$ cat config.mk
export PLATFORM = sky130hd
export DESIGN_NAME = ac97_cmd_sequencer
export DESIGN_NICKNAME = d
export VERILOG_FILES = /design/src/rtl/ac97_pkg.sv /design/src/rtl/ac97_cmd_fifo.sv /design/src/rtl/ac97_cmd_sequencer.sv
export SDC_FILE = /design/constraint.sdc
export NUM_CORES = 1
export LEC_CHECK = 0
export ABC_AREA = 0
export BUFFER_PORTS_ARGS = -buffer_cell sky130_fd_sc_hd__buf_2
export CAP_MARGIN = 20
export CORE_MARGIN = 2
export CORE_UTILIZATION = 45
export CTS_BUF_LIST = sky130_fd_sc_hd__clkbuf_4 sky130_fd_sc_hd__clkbuf_8 sky130_fd_sc_hd__clkbuf_16
export DETAILED_ROUTE_END_ITERATION = 6
export HOLD_SLACK_MARGIN = 0.02
export SYNTH_ARGS = -nofsm -noshare
export SYNTH_HDL_FRONTEND = slang
export SYNTH_SLANG_ARGS = --single-unit
$ cat constraint.sdc
create_clock -name ac97_bitclk -period 8.9 [get_ports ac97_bitclk]
set_clock_uncertainty 0.1 [all_clocks]
set_input_delay 0.89 -clock ac97_bitclk [delete_from_list [all_inputs] [get_ports ac97_bitclk]]
set_output_delay 0.89 -clock ac97_bitclk [all_outputs]
set_load 0.005 [all_outputs]
$ cat src/rtl/ac97_pkg.sv
// Shared widths, TAG bit positions, sequencer state and slot encoders for the AC'97 command path.
package ac97_pkg;

    localparam int SLOT_W = 20;
    localparam int ADDR_W = 7;
    localparam int DATA_W = 16;

    localparam int TAG_CODEC_READY = 15;
    localparam int TAG_SLOT1       = 14;
    localparam int TAG_SLOT2       = 13;

    typedef enum logic [1:0] {
        IDLE     = 2'd0,
        WAIT_RSP = 2'd1,
        RESP     = 2'd2
    } seq_state_t;

    typedef struct packed {
        logic              write;
        logic [ADDR_W-1:0] addr;
        logic [DATA_W-1:0] data;
    } cmd_t;

    localparam int CMD_W = $bits(cmd_t);

    // Bit 19 of the command address slot is the read flag.
    function automatic logic [SLOT_W-1:0] slot1_encode(input logic rw, input logic [ADDR_W-1:0] addr);
        return {rw, addr, 12'h000};
    endfunction

    function automatic logic [SLOT_W-1:0] slot2_encode(input logic [DATA_W-1:0] data);
        return {data, 4'h0};
    endfunction

endpackage

$ cat src/rtl/ac97_cmd_fifo.sv
// Synchronous command FIFO with registered level; full/empty decode from the level so
// a push is never visible to the reader in the cycle it lands.
module ac97_cmd_fifo #(
    parameter int DEPTH = 8,
    parameter int WIDTH = 24
) (
    input  logic                   i_clk,
    input  logic                   i_rst,
    input  logic                   i_push,
    input  logic [WIDTH-1:0]       i_din,
    input  logic                   i_pop,
    output logic [WIDTH-1:0]       o_dout,
    output logic                   o_full,
    output logic                   o_empty,
    output logic [$clog2(DEPTH):0] o_level
);

    localparam int PTR_W = $clog2(DEPTH);
    localparam logic [PTR_W:0] FULL_LVL = (PTR_W + 1)'(DEPTH);

    logic [WIDTH-1:0] r_mem [DEPTH];
    logic [PTR_W-1:0] r_wr_ptr;
    logic [PTR_W-1:0] r_rd_ptr;
    logic [PTR_W:0]   r_level;
    logic             w_push;
    logic             w_pop;

    assign o_full  = (r_level == FULL_LVL);
    assign o_empty = (r_level == '0);
    assign w_push  = i_push && !o_full;
    assign w_pop   = i_pop && !o_empty;
    assign o_dout  = r_mem[r_rd_ptr];
    assign o_level = r_level;

    // NOTE: storage is not reset; the pointers alone decide which entries are valid.
    always_ff @(posedge i_clk) begin
        if (w_push) begin
            r_mem[r_wr_ptr] <= i_din;
        end
    end

    always_ff @(posedge i_clk or posedge i_rst) begin
        if (i_rst) begin
            r_wr_ptr <= '0;
            r_rd_ptr <= '0;
            r_level  <= '0;
        end else begin
            if (w_push) r_wr_ptr <= r_wr_ptr + 1'b1;
            if (w_pop)  r_rd_ptr <= r_rd_ptr + 1'b1;
            case ({w_push, w_pop})
                2'b10:   r_level <= r_level + 1'b1;
                2'b01:   r_level <= r_level - 1'b1;
                default: r_level <= r_level;
            endcase
        end
    end

endmodule

$ cat src/rtl/ac97_cmd_sequencer.sv
// Queued AC'97 register-access engine: issues one command per frame on output slots 1/2,
// tracks a single outstanding read with timeout/retry and returns it on a valid/ready channel.
module ac97_cmd_sequencer
    import ac97_pkg::*;
#(
    parameter int CMD_DEPTH      = 8,
    parameter int TIMEOUT_FRAMES = 16,
    parameter int MAX_RETRIES    = 3
) (
    input  logic                       ac97_bitclk,
    input  logic                       ac97_rst,
    input  logic                       ac97_strobe,
    input  logic                       ac97_codec_ready,
    input  logic                       ac97_in_slot1_valid,
    input  logic [SLOT_W-1:0]          ac97_in_slot1,
    input  logic                       ac97_in_slot2_valid,
    input  logic [SLOT_W-1:0]          ac97_in_slot2,
    input  logic                       cmd_valid,
    output logic                       cmd_ready,
    input  logic                       cmd_write,
    input  logic [ADDR_W-1:0]          cmd_addr,
    input  logic [DATA_W-1:0]          cmd_data,
    output logic                       rsp_valid,
    input  logic                       rsp_ready,
    output logic [ADDR_W-1:0]          rsp_addr,
    output logic [DATA_W-1:0]          rsp_data,
    output logic                       rsp_timeout,
    output logic [SLOT_W-1:0]          ac97_out_slot1,
    output logic                       ac97_out_slot1_valid,
    output logic [SLOT_W-1:0]          ac97_out_slot2,
    output logic                       ac97_out_slot2_valid,
    output logic [$clog2(CMD_DEPTH):0] fifo_level,
    output logic                       busy
);

    localparam int FRAME_W = $clog2(TIMEOUT_FRAMES + 1);
    localparam int RETRY_W = (MAX_RETRIES < 1) ? 1 : $clog2(MAX_RETRIES + 1);
    localparam logic [FRAME_W-1:0] TIMEOUT_C = FRAME_W'(TIMEOUT_FRAMES);
    localparam logic [RETRY_W-1:0] RETRIES_C = RETRY_W'(MAX_RETRIES);

    seq_state_t         r_state;
    seq_state_t         w_state_next;
    logic [FRAME_W-1:0] r_frame_cnt;
    logic [RETRY_W-1:0] r_retry_cnt;
    logic [ADDR_W-1:0]  r_pend_addr;
    logic [ADDR_W-1:0]  r_rsp_addr;
    logic [DATA_W-1:0]  r_rsp_data;
    logic               r_rsp_timeout;
    logic [SLOT_W-1:0]  r_slot1;
    logic               r_slot1_v;
    logic [SLOT_W-1:0]  r_slot2;
    logic               r_slot2_v;

    cmd_t               w_cmd_in;
    cmd_t               w_head;
    logic [CMD_W-1:0]   w_head_bits;
    logic               w_fifo_full;
    logic               w_fifo_empty;
    logic               w_pop;
    logic               w_match;
    logic               w_expired;
    logic               w_retry;
    logic               w_give_up;
    logic [FRAME_W-1:0] w_frame_inc;
    logic [SLOT_W-1:0]  w_slot1_next;
    logic               w_slot1_v_next;
    logic [SLOT_W-1:0]  w_slot2_next;
    logic               w_slot2_v_next;

    assign w_cmd_in = '{write: cmd_write, addr: cmd_addr, data: cmd_data};
    assign w_head   = cmd_t'(w_head_bits);

    ac97_cmd_fifo #(
        .DEPTH (CMD_DEPTH),
        .WIDTH (CMD_W)
    ) u_fifo (
        .i_clk   (ac97_bitclk),
        .i_rst   (ac97_rst),
        .i_push  (cmd_valid),
        .i_din   (w_cmd_in),
        .i_pop   (w_pop),
        .o_dout  (w_head_bits),
        .o_full  (w_fifo_full),
        .o_empty (w_fifo_empty),
        .o_level (fifo_level)
    );

    assign w_match     = ac97_in_slot1_valid && ac97_in_slot2_valid &&
                         (ac97_in_slot1[SLOT_W-2 -: ADDR_W] == r_pend_addr);
    assign w_frame_inc = r_frame_cnt + 1'b1;
    assign w_expired   = (w_frame_inc == TIMEOUT_C);

    always_ff @(posedge ac97_bitclk or posedge ac97_rst) begin
        if (ac97_rst) r_state <= IDLE;
        else          r_state <= w_state_next;
    end

    always_comb begin
        w_state_next = r_state;
        case (r_state)
            IDLE:     if (w_pop && !w_head.write) w_state_next = WAIT_RSP;
            WAIT_RSP: if (ac97_strobe && (w_match || w_give_up)) w_state_next = RESP;
            RESP:     if (rsp_ready) w_state_next = IDLE;
            default:  w_state_next = IDLE;
        endcase
    end

    always_comb begin
        // NOTE: every signal gets a default first so no path through the case infers a latch.
        w_pop          = 1'b0;
        w_retry        = 1'b0;
        w_give_up      = 1'b0;
        w_slot1_next   = '0;
        w_slot1_v_next = 1'b0;
        w_slot2_next   = '0;
        w_slot2_v_next = 1'b0;
        case (r_state)
            IDLE: begin
                if (ac97_strobe && !w_fifo_empty && ac97_codec_ready) begin
                    w_pop          = 1'b1;
                    w_slot1_next   = slot1_encode(!w_head.write, w_head.addr);
                    w_slot1_v_next = 1'b1;
                    if (w_head.write) begin
                        w_slot2_next   = slot2_encode(w_head.data);
                        w_slot2_v_next = 1'b1;
                    end
                end
            end
            WAIT_RSP: begin
                if (ac97_strobe && !w_match && w_expired) begin
                    if (r_retry_cnt < RETRIES_C) begin
                        w_retry        = 1'b1;
                        w_slot1_next   = slot1_encode(1'b1, r_pend_addr);
                        w_slot1_v_next = 1'b1;
                    end else begin
                        w_give_up = 1'b1;
                    end
                end
            end
            default: ;
        endcase
    end

    // Slots change only on strobes so the framer sees a stable value for the whole frame.
    always_ff @(posedge ac97_bitclk or posedge ac97_rst) begin
        if (ac97_rst) begin
            r_slot1       <= '0;
            r_slot1_v     <= 1'b0;
            r_slot2       <= '0;
            r_slot2_v     <= 1'b0;
            r_frame_cnt   <= '0;
            r_retry_cnt   <= '0;
            r_pend_addr   <= '0;
            r_rsp_addr    <= '0;
            r_rsp_data    <= '0;
            r_rsp_timeout <= 1'b0;
        end else begin
            if (ac97_strobe) begin
                r_slot1   <= w_slot1_next;
                r_slot1_v <= w_slot1_v_next;
                r_slot2   <= w_slot2_next;
                r_slot2_v <= w_slot2_v_next;
            end
            if (w_pop && !w_head.write) begin
                r_pend_addr <= w_head.addr;
                r_frame_cnt <= '0;
                r_retry_cnt <= '0;
            end
            if (r_state == WAIT_RSP && ac97_strobe) begin
                if (w_match) begin
                    r_rsp_addr    <= r_pend_addr;
                    r_rsp_data    <= ac97_in_slot2[SLOT_W-1 -: DATA_W];
                    r_rsp_timeout <= 1'b0;
                end else if (w_retry) begin
                    r_frame_cnt <= '0;
                    r_retry_cnt <= r_retry_cnt + 1'b1;
                end else if (w_give_up) begin
                    r_rsp_addr    <= r_pend_addr;
                    r_rsp_data    <= '1;
                    r_rsp_timeout <= 1'b1;
                end else begin
                    r_frame_cnt <= w_frame_inc;
                end
            end
        end
    end

    assign cmd_ready            = !w_fifo_full;
    assign rsp_valid            = (r_state == RESP);
    assign rsp_addr             = r_rsp_addr;
    assign rsp_data             = r_rsp_data;
    assign rsp_timeout          = r_rsp_timeout;
    assign ac97_out_slot1       = r_slot1;
    assign ac97_out_slot1_valid = r_slot1_v;
    assign ac97_out_slot2       = r_slot2;
    assign ac97_out_slot2_valid = r_slot2_v;
    assign busy                 = !w_fifo_empty || (r_state != IDLE);

endmodule

* Word-level counts from Yosys, hierarchy flattened
Memory sizes are Yosys's and may differ from the RTL's.
Cells that the tools add are included.
** Storage, ports and cells
- Latch bits :: 0
- Memories kept :: 1
- Output and inout bits :: 73
- Memory bits (read-only) :: 0
- Register bits :: 92
- Bits of input ports :: 72
- RAM bits :: 192
** Memory list
- u_fifo.r_mem :: depth 8, width 24, read ports 1, clocked after Yosys merged registers in 0, wr ports 1, RTL line ac97_cmd_fifo.sv:21 : logic [WIDTH-1:0] r_mem [DEPTH];
** Operators by class
- Divide/modulo/power cells :: 0
- Shifts and indexed selects :: 0
- Bitwise operators :: 0
- Add/sub/neg operators :: 6
- Mux-type cells :: 44
- Magnitude comparators :: 1
- Equality and inequality tests :: 11
- Reduce and logical (&&, ||, !) cells :: 24
- Multiply operators :: 0
** Operators with widths (count)
- $mux W20 :: 6
- $mux W16 :: 3
- $pmux W20 S2 :: 1
- $mux W5 :: 5
- $mux W7 :: 3
- $mux W1 :: 16
- $mux W2 :: 7
- $logic_and A1 B1 Y1 :: 11
- $pmux W4 S2 :: 1
- $eq A7 B7 Y1 :: 1
- $add A3 B1 Y3 const B :: 2
- $ne A2 B2 Y1 const B :: 3
- $pmux W2 S3 :: 1
- $reduce_and A3 Y1 :: 2
- $reduce_bool A2 Y1 :: 3
- $add A5 B1 Y5 const B :: 1
- $eq A5 B5 Y1 const B :: 1
- $add A4 B1 Y4 const B :: 1
- $eq A2 B1 Y1 const B :: 2
- $eq A2 B2 Y1 const B :: 2
- $eq A4 B4 Y1 const B :: 1
- $logic_not A1 Y1 :: 4
- $logic_not A4 Y1 :: 1
- $sub A4 B1 Y4 const B :: 1
- 6 further kinds :: 7

* Depth between registers and ports, before layout
- Word-level depth :: 12
- Mapped depth :: 10
- Depth with buffers taken out :: 10

* By module
From an unflattened synthesis, not the netlist that was laid out.
** Unflattened totals
- Cell total of the unflattened synthesis :: 576
- Area, all modules :: 10841.6 um2
** By module, submodules not included
- ac97_cmd_fifo :: cells each 346, instances 1, sequential area each 6015.8 um2, area each 7903.8 um2
- ac97_cmd_sequencer :: cells each 230, instances 1, sequential area each 1651.6 um2, area each 2937.8 um2

* Least setup slack after synthesis
Ideal clock, no wire load.
- Path type :: input to register
- Start :: in cmd_valid
- End :: mem u_fifo.r_mem[0][0] (enable)
- Path slack :: 4.966 ns
- Data arrival time :: 3.368 ns
- Setup time :: 0.466 ns
- Stages :: 2
- Cell sequence :: nand2_1 > nor4_1
** On the way
- Cells in the longest elaborated chain, start to end :: 3
** Ends and longest elaborated chain
- from (decl) :: RTL line ac97_cmd_sequencer.sv:18 : input logic cmd_valid,
- $logic_and A1 B1 Y1 :: RTL line ac97_cmd_fifo.sv:30 : assign w_push = i_push && !o_full;
- $mux W1 :: RTL line ac97_cmd_fifo.sv:37 : if (w_push) begin
- $mux W1 (implied by the code) :: RTL line ac97_cmd_fifo.sv:38 : r_mem[r_wr_ptr] <= i_din;
- to (decl) :: RTL line ac97_cmd_fifo.sv:21
Every way passes these cells.

* Worst setup path after layout
- Start :: reg u_fifo.r_rd_ptr[1]
- End :: reg r_slot2[15] (netlist: ac97_out_slot2[15])
** On the way
- Cells in the longest elaborated chain, start to end :: 4
** Ends and longest elaborated chain
- from (decl) :: RTL line ac97_cmd_fifo.sv:23 : logic [PTR_W-1:0] r_rd_ptr;
- from (signal assigned) :: RTL line ac97_cmd_fifo.sv:49 : if (w_pop) r_rd_ptr <= r_rd_ptr + 1'b1;
- $mem_v2 Z8 W24
- $mux W20 :: RTL line ac97_cmd_sequencer.sv:123 : if (w_head.write) begin
- $mux W20 :: RTL line ac97_cmd_sequencer.sv:119 : if (ac97_strobe && !w_fifo_empty && ac97_codec_ready) begin
- $mux W20 :: RTL line ac97_cmd_sequencer.sv:117 : case (r_state)
- to (signal assigned) :: RTL line ac97_cmd_sequencer.sv:161 : r_slot2 <= w_slot2_next;
- to (decl) :: RTL line ac97_cmd_sequencer.sv:51 : logic [SLOT_W-1:0] r_slot2;
Every way passes these cells.
A chain may end at the register's enable or synchronous reset.

==> results.sh <==
export IMPL_cts_buffer_depth=3
export IMPL_cts_resized=0
export IMPL_most_common_layout_cells="edfxtp_1, buf_2, dfrtp_1, mux4_2, clkbuf_16"
export IMPL_final_common_cell="edfxtp_1"
export IMPL_nature_of_the_critical_path_startpoint="flop"
export IMPL_drt_iter0_drc=331
export IMPL_grt_antenna_before_repair=0
export IMPL_power_static_leakage_nw=4.76
export IMPL_routabilityCongestion=0.707
export IMPL_post_route_cells_drive_above_1_share_pct=33.3
export IMPL_tritoncts_clock_tree="done"
export IMPL_cp_max_fo=53
export IMPL_design_final_nets=786
export IMPL_dieHeight_um=158
export IMPL_hold_class="input pin to asynchronous set/reset pin"
export IMPL_cap_viol_max_count=0
export IMPL_synth_seq_cells=268
export IMPL_cts_made_buffers=28
export IMPL_syn_mean_instance_area_um2=18.3
export IMPL_synthCells=579
export IMPL_post_cts_hold_buffer_count=0
export IMPL_ant_nets=0
export IMPL_power_ir_vdd_worst_mv=0.162
export IMPL_h_tree_depth=1
export IMPL_first_global_vias=5583
export IMPL_min_period_over_period_pct=34.8
export IMPL_power_switching_share_pct=24.4
export IMPL_reg2regPathDepth=6
export IMPL_finalMaxSlewViolations=0
export IMPL_path_class="flop to flop"
export IMPL_clk_root_buffer_cell="clkbuf_16"
export IMPL_finalSetupViolations=0
export IMPL_area_growth_syn_to_layout_pct=18.0
export IMPL_cellPowerDensity_nw_per_um2=246
export IMPL_timing_final_crit_period_ns=3.10
export IMPL_netSwitchingPower_mw=0.751
export IMPL_worst_reg2reg_setup_slack_ns=5.80
export IMPL_total_power_draw_mw=3.08
export IMPL_core_area_um2=23300
export IMPL_crit_required_ns=9.26
export IMPL_start_util_pct=45.5
export IMPL_die_width_um=158
export IMPL_comb_power_share_pct=11.2
export IMPL_power_internal_mw=2.33
export IMPL_n_antenna_cell=0
export IMPL_non_filler_instance_count_after_layout=1046
export IMPL_synth_area_um2=10600
export IMPL_synth_top_flop_cell="edfxtp_1"
export IMPL_yosysWarningCount=0
export IMPL_critPathCaptureType="flop"
export IMPL_insertion_delay_ns=0.56
export IMPL_post_drt_via_cell_ratio=5.30
export IMPL_clock_fmax_mhz=323
export IMPL_sequentialPowerShare_pct=51.5
export IMPL_cts_sinks=268
export IMPL_postCtsSetupBuffers=0
export IMPL_drt_drc_violations_left=0
export IMPL_placement_rows=56
export IMPL_synth_enable_flop_cells=192
export IMPL_rsz0062_at_grt="false"
export IMPL_vias=5543
export IMPL_hold_violations=0
export IMPL_timing_critical_path_to="ac97_out_slot2[15]$_DFFE_PP0P_"
export IMPL_design_portCount=145
export IMPL_timing_critical_path_from="u_fifo.r_rd_ptr[1]$_DFFE_PP0P_"
export IMPL_worstReg2RegStart="u_fifo.r_rd_ptr[1]$_DFFE_PP0P_"
export IMPL_power_frac_clock_pct=37.3
export IMPL_buffer_ports_inserted=111
export IMPL_wire_length_of_the_first_global_routing_pass_um=31900
export IMPL_pin_count_of_the_biggest_net_entering_global_routing=77
export IMPL_fp_dieArea_um2=24800
export IMPL_worst_pin_slew_ns=0.984
export IMPL_status="complete, no violations"
export IMPL_synthDistinctLibCells=50
export IMPL_clk_pin_slew_ns=0.06
export IMPL_hpwl_um=11700
export IMPL_fin_setup_tns_ns=0
export IMPL_relSlewSlack_pct=34.2
export IMPL_routed_wirelength_um=21000
export IMPL_ys_async_sr_fraction_pct=28.4
export IMPL_cp_data_arrival_time_ns=3.45
export IMPL_wl_per_cell_um=20.0
export IMPL_rr_endpoint="ac97_out_slot2[15]$_DFFE_PP0P_"
export IMPL_grt_usage_pct=17.2
export IMPL_drt_pass1_iter_count=5
export IMPL_placed_cells=990
export IMPL_global_route_overflow_total=0
export IMPL_seq_area_frac_synth_pct=72.3
==> power by group through the flow <==
stage	combinational [mW]	sequential [mW]	clock (mW)
after floorplan	0.216	1.59	0
after global placement	0.341	1.60	0
after detailed placement	0.350	1.61	0
after CTS	0.351	1.59	1.18
after global routing	0.387	1.60	1.23
final	0.346	1.59	1.15
==> routing by layer <==
layer,global-route usage (%),vias to the layer above,wire length [µm]
met1,23.3,2832,9100
met2,28.5,177,9930
met4,4.94,0,497
met5,0,-,0
met3,3.41,32,1440
li1,-,2502,-
==> worst min path at each step <==
stage               depth (start not counted)                          start  slack [ns]                            end
floorplan                                   1       r_retry_cnt[0]$_DFF_PP0_        0.35       r_retry_cnt[0]$_DFF_PP0_
global placement                            1       rsp_data[11]$_DFFE_PP0P_        0.36       rsp_data[11]$_DFFE_PP0P_
detailed placement                          1  ac97_out_slot2[8]$_DFFE_PP0P_        0.37  ac97_out_slot2[8]$_DFFE_PP0P_
CTS                                         1       rsp_data[10]$_DFFE_PP0P_        0.39       rsp_data[10]$_DFFE_PP0P_
global route                                3                       ac97_rst        0.22  ac97_out_slot2[7]$_DFFE_PP0P_
finish                                      3                       ac97_rst        0.23  ac97_out_slot2[7]$_DFFE_PP0P_
==> sequential cells by signal (all words and copies together), names as in the netlist <==
name,flops
ac97_out_slot1,8
ac97_out_slot1_valid,1
ac97_out_slot2,16
ac97_out_slot2_valid,1
r_frame_cnt,5
r_pend_addr,7
r_retry_cnt,2
r_state,2
rsp_addr,7
rsp_data,16
rsp_timeout,1
u_fifo.o_level,4
u_fifo.r_mem,192
u_fifo.r_rd_ptr,3
u_fifo.r_wr_ptr,3
==> through the flow <==
stage | utilization [%] | hold WS, ns | instance area (µm²) | worst slack (ns)
finish | 53.6 | 0.227 | 12500 | 5.80
global route | 53.6 | 0.220 | 12500 | 5.57
CTS | 53.2 | 0.386 | 12400 | 5.73
detailed placement | 49.2 | 0.372 | 11500 | 5.50
global placement | 49.2 | 0.364 | 11500 | 5.53
floorplan | - | 0.349 | 10700 | 4.97
==> kinds of logic after synthesis <==
group | count (synthesis) | share of synthesized area (%)
adders and majority gates | 9 | 1.13
muxes | 83 | 13.5
and+or+nand+nor | 74 | 3.50
DFF | 268 | 72.3
AOI/OAI and AO/OA | 72 | 5.31
other | 1 | 0.0353
xor gates and xnor gates | 16 | 1.32
buffers and inverters | 56 | 2.94
==> layout make-up <==
class                           instances  area (µm²)
Fill cell                            1882       10800
Multi-Input combinational cell        270        2740
Clock buffer                           39         826
Sequential cell                       268        7670
Clock inverter                         13         115
Inverter                               13        50.0
Timing Repair Buffer                  124         713
Tap cell                              319         399
==> cells in the mapped netlist, drive strengths merged (2+ instances only) <==
library cell	number	area [µm²]
edfxtp	192	5770
dfrtp	76	1900
mux4	46	1040
buf	32	221
mux2i	26	260
nor2	23	86.3
nand2	16	67.6
o22a	16	140
o2bb2ai	16	140
inv	12	45.0
clkbuf	11	41.3
mux2	11	135
o21ai	10	50.1
xnor2	10	87.6
a21oi	9	45.0
ha	8	100
a221o	7	70.1
nand3	6	30.0
xor2	6	52.6
nor2b	5	31.3
nor3	5	25.0
a21o	4	30.0
nand4	4	25.0
nor4	4	25.0
a211o	2	17.5
and3	2	12.5
nand2b	2	12.5
nor3b	2	15.0
==> worst max-delay path, cell delays in order, from the launching register on <==
cell and delay [ns]:
dfrtp_2 0.33, buf_4 0.60, mux2_2 0.30, nor3b_1 0.06
nor4_1 0.51, nand2_1 0.72, o2bb2ai_1 0.36
No activity file was read; power rests on OpenSTA's default activity.
